===== config.mk =====
export PLATFORM = sky130hd
export DESIGN_NAME = gf180mcu_fd_sc_mcu9t5v0__cfg_chain_ctrl
export DESIGN_NICKNAME = d
export VERILOG_FILES = /design/src/rtl/gf180mcu_fd_sc_mcu9t5v0__cfg_chain_pkg.sv /design/src/rtl/gf180mcu_fd_sc_mcu9t5v0__cfg_chain_bitcnt.sv /design/src/rtl/gf180mcu_fd_sc_mcu9t5v0__cfg_chain_ctrl.sv
export SDC_FILE = /design/constraint.sdc
export NUM_CORES = 1
export LEC_CHECK = 0
export ABC_AREA = 1
export ABC_CLOCK_PERIOD_IN_PS = 3400
export CAP_MARGIN = 20
export CORE_MARGIN = 2
export CORE_UTILIZATION = 50
export DETAILED_ROUTE_END_ITERATION = 16
export GPL_TIMING_DRIVEN = 0
export PLACE_DENSITY = 0.8
export SYNTH_ARGS = -nofsm -noshare
export SYNTH_HDL_FRONTEND = slang
export SYNTH_HIERARCHICAL = 1
export SYNTH_SLANG_ARGS = --single-unit

===== constraint.sdc =====
create_clock -name CLK -period 3.4 [get_ports CLK]
set_input_delay 0.34 -clock CLK [delete_from_list [all_inputs] [get_ports CLK]]
set_output_delay 0.34 -clock CLK [all_outputs]
set_load 0.005 [all_outputs]

===== src/rtl/gf180mcu_fd_sc_mcu9t5v0__cfg_chain_pkg.sv =====
// Shared types and constants for the serial configuration chain controller.
package gf180mcu_fd_sc_mcu9t5v0__cfg_chain_pkg;

  typedef enum logic [1:0] {
    IDLE  = 2'd0,
    SHIFT = 2'd1,
    FIN   = 2'd2
  } state_t;

  localparam int MIN_WIDTH = 2;

endpackage


===== src/rtl/gf180mcu_fd_sc_mcu9t5v0__cfg_chain_bitcnt.sv =====
// Bit counter for the chain shift: clear, increment and terminal count at WIDTH-1.
module gf180mcu_fd_sc_mcu9t5v0__cfg_chain_bitcnt #(
  parameter int WIDTH = 16,
  parameter int CW    = $clog2(WIDTH)
) (
  input  logic          clk,
  input  logic          rst,
  input  logic          clr,
  input  logic          inc,
  output logic [CW-1:0] k,
  output logic          tc
);

  always_ff @(posedge clk) begin
    if (rst || clr) begin
      k <= '0;
    end else if (inc) begin
      k <= k + 1'b1;
    end
  end

  assign tc = (k == CW'(WIDTH - 1));

endmodule


===== src/rtl/gf180mcu_fd_sc_mcu9t5v0__cfg_chain_ctrl.sv =====
// Loads a parallel word LSB-first into a cascaded dffq chain and reads the
// previous chain contents back from the tail in the same pass.
module gf180mcu_fd_sc_mcu9t5v0__cfg_chain_ctrl
  import gf180mcu_fd_sc_mcu9t5v0__cfg_chain_pkg::*;
#(
  parameter int WIDTH = 16,
  parameter int CW    = $clog2(WIDTH)
) (
  input  logic             CLK,
  input  logic             RST,
  input  logic [WIDTH-1:0] DIN,
  input  logic             DIN_VALID,
  output logic             DIN_READY,
  output logic             SDO,
  output logic             SCE,
  input  logic             SDI,
  output logic [WIDTH-1:0] DOUT,
  output logic             DONE,
  output logic             BUSY
);

  state_t           state, state_nxt;
  logic [WIDTH-1:0] sr, rb;
  logic [CW-1:0]    k;
  logic             tc, accept, last_bit, cnt_clr, cnt_inc;

  gf180mcu_fd_sc_mcu9t5v0__cfg_chain_bitcnt #(
    .WIDTH (WIDTH),
    .CW    (CW)
  ) u_bitcnt (
    .clk (CLK),
    .rst (RST),
    .clr (cnt_clr),
    .inc (cnt_inc),
    .k   (k),
    .tc  (tc)
  );

  always_comb begin
    state_nxt = state;
    accept    = 1'b0;
    case (state)
      IDLE: begin
        if (DIN_VALID) begin
          accept    = 1'b1;
          state_nxt = SHIFT;
        end
      end
      SHIFT:   if (tc) state_nxt = FIN;
      FIN:     state_nxt = IDLE;
      default: state_nxt = IDLE;
    endcase
  end

  // The counter wraps back to zero on the last shift so it never reaches WIDTH.
  assign last_bit = (state == SHIFT) && tc;
  assign cnt_clr  = accept || last_bit;
  assign cnt_inc  = (state == SHIFT) && !tc;

  // SDO/SCE are flopped from next-state values so the clock gate sees clean edges.
  always_ff @(posedge CLK) begin
    if (RST) begin
      state <= IDLE;
      sr    <= '0;
      rb    <= '0;
      SDO   <= 1'b0;
      SCE   <= 1'b0;
      DOUT  <= '0;
    end else begin
      state <= state_nxt;
      SCE   <= (state_nxt == SHIFT);
      if (accept) begin
        sr  <= DIN;
        SDO <= DIN[0];
      end else if (state == SHIFT) begin
        sr  <= sr >> 1;
        SDO <= tc ? 1'b0 : sr[1];
      end else begin
        SDO <= 1'b0;
      end
      if (state == SHIFT) begin
        rb <= {SDI, rb[WIDTH-1:1]};
      end
      if (last_bit) begin
        DOUT <= {SDI, rb[WIDTH-1:1]};
      end
    end
  end

  assign DIN_READY = (state == IDLE);
  assign BUSY      = (state == SHIFT);
  assign DONE      = (state == FIN);

endmodule


==> impl_results.md <==
* CTS tree: done
* Internal Pwr Total at around 960 uW
* DRT iter0 DRCs at 190
* Reg area at between 1000 and 1500 um^2
* CTS Buffer Depth at 2
* GRT Residual Overflow at 0
* Relative slew slack at between 60% and 70%
* Setup TNS at 0 ps
* Vias in the first global route at roughly 1800
* Hold Crit Class: primary input to flop
* Routed WL at about 4500 um
* CTS clk-pin slew, worst paths at 100 ps
* Die width at between 70 and 80 um
* EDFF count, synth at 0
* Reg2reg path depth at 10
* Multi-input logic area at 920 um^2
* N_diodes at 0
* Dominant synthesized flop cell: dfxtp_1
* Largest net degree at the start of global routing at 19
* Least-Margin Pin Slew at roughly 470 ps
* IO Pins at 41
* Sequential fraction of the synthesis area at 49.0%
* Share of the synthesized area in the top cell type at approximately 49%
* Clock root cell: clkbuf_8
* Cells after synthesis at roughly 300
* Syn_nets at around 330
* P_leak at between 1 and 1.5 nW
* Synth Warn # at 6
* Hold Path Depth at 4
* Vias per cell at between 5 and 6
* Critical path type: flop to primary output
* Max-cap violations at 0
* First-pass GRT wire length at 8050 um
* Worst VDD drop at ~0.00028 V
* Dpl ws at 1570 ps
* Flop pwr share at 53.5%
* Clock latency at the later pin of the worst-skew pair at 320 ps
* DRC viols at 0
* CP Launch Type: flop
* Critical path peak fanout at 10
* Htree depth at 2
* Post-Syn Area at 2210 um^2
* RSZ-0062 raised after global routing: false
* Synth cell types at 19
* Initial Util at 51.4%
* Arrival @ worst endpoint at 1820 ps
* FILL cells at 375
* Sw frac at about a quarter
* Setup Skew at approximately 14 ps
* Minimum clock period at roughly 2200 ps
* CTS Hold Bufs at 0
* Gr usage total at between 20% and 30%
* Post-route setup slack at 1240 ps
* Top cells by area, synth: dfxtp_1 (49%), nand2_1 (9.5%), nand3_1 (8.2%)
* Combinational fraction of design power at 12.2%
* First-pass detailed-route iteration total at 4
* Clock power frac at 34.3%
* Area of the die at between 4000 and 5000 um^2
* Num rows at 24
* Design Power at ~1.3 mW
* CTS Buf Count at 5
* Worst path required time at about 3100 ps
* Antenna-violating nets left at 0
* Core Area at 4290 um^2
* Count of buffers from port buffering at 39
* Layout cells sized above 1 at under 10%
* Layout Nets at 371
* Avg Cell Area, Syn at between 7 and 8 um^2
* Leading area contributor after synthesis: dfxtp_1
* Die H at slightly above 70 um
* Critical path capture point type: primary output
* Power density cells at about 460 nW/um^2
* Clk sinks at 54
* Async S/R FF share, synth at 0%
* NetSw at approximately 320 uW
* Setup Buffers After CTS at 0
* Dpl hpwl at approximately 3300 um
* Status: finished, final reports clean
* Post-cts gate resize count at 0
* Wire per inst at 11.3 um
* Fmax at between 400 and 500 MHz
* Antenna violations before repair at 0
* Seq cells post-synth at 54
* Final hold vios at 0
* Area grow syn2layout at 25.9%
* Fin. max-slew vios at 0
* Final period utilization at between 60 and 70%
* Final Setup Violations at 0
* Via count at just over 2000
* Routability Congestion at about 0.83
-- through the flow --
step / hold WS, ps / cell area (um^2) / utilization (%) / cells
6_report: 423 / 2780 / 64.7 / 403
5_1_grt: 445 / 2780 / 64.7 / 403
4_1_cts: 425 / 2780 / 64.7 / 403
3_5_place_dp: 458 / 2660 / 62.0 / 395
3_3_place_gp: 454 / 2660 / 62.0 / 395
2_1_floorplan: 439 / 2210 / - / 304
-- Yosys cell counts, types with 3 or more instances --
library cell  instances
nor2_1               47
nand3_1              36
dfxtp_1              54
inv_2                 4
buf_2                 9
clkbuf_1              5
nand2_1              56
nand2_2               4
nor2_2                3
o21ai_0               6
a21oi_1              24
o21ai_1              24
inv_1                24
-- layer usage --
layer | wire length [um] | vias up | global-route usage (%)
met3 | 245 | 5 | 3.90
met4 | 44 | 0 | 7.69
met2 | 2090 | 48 | 32.3
li1 | - | 1059 | -
met5 | 0 | - | 0
met1 | 2170 | 912 | 26.6
-- power by group through the flow --
| stage | registers, mW | clock network [mW] | logic (mW) |
|---|---|---|---|
| global route | 0.689 | 0.471 | 0.179 |
| detailed placement | 0.699 | 0 | 0.155 |
| global placement | 0.698 | 0 | 0.152 |
| floorplan | 0.695 | 0 | 0.104 |
| CTS | 0.685 | 0.447 | 0.156 |
| finish | 0.685 | 0.440 | 0.156 |
-- path summary, 6_finish.rpt --
kind	to	slack [ps]	from
setup / recovery	BUSY	1240	state[0]
hold / removal	sr[13]	420	DIN_VALID
setup reg to reg	u_bitcnt/k[1]	1580	u_bitcnt/k[0]
hold reg to reg	sr[13]	470	sr[13]
-- registers in the layout (all words and copies together) (netlist names) --
register    cells
DOUT           16
rb             15
sr             15
u_bitcnt/k      4
state           2
SCE             1
SDO             1
-- worst max-delay path, cell delays in order (launching register included) --
cell	delay [ps]
dfxtp_1	330
buf_6	140
inv_1	50
nor2_2	180
buf_2	270
clkdlybuf4s50_1	530
-- area by class of cell --
cell class,count,area share [%]
Clock inverter,3,1.71
Clock buffer,5,2.48
Multi-Input combinational cell,204,33.1
Timing Repair Buffer,39,14.0
Inverter,28,3.78
Sequential cell,54,38.9
Tap cell,52,2.34
Buffer,18,3.65
-- kinds of logic (layout without fill, tap and decap cells) --
logic type,Yosys count,in the layout,synth area share (%)
flops,54,54,49.0
fa+ha+maj,1,1,0.567
compound gates,55,55,12.6
simple gates,148,148,28.5
buf+inv,46,93,9.35
-- cells in the final DEF (no fill, tap or decap), drive strengths merged --
master and count:
a21oi 24, and3 1, buf 13, bufinv 1, clkbuf 10, clkdlybuf4s50 39
clkinv 1, dfxtp 54, ha 1, inv 29, nand2 60, nand3 36
nor2 51, o21ai 31
No activity file was read; power rests on OpenSTA's default activity.
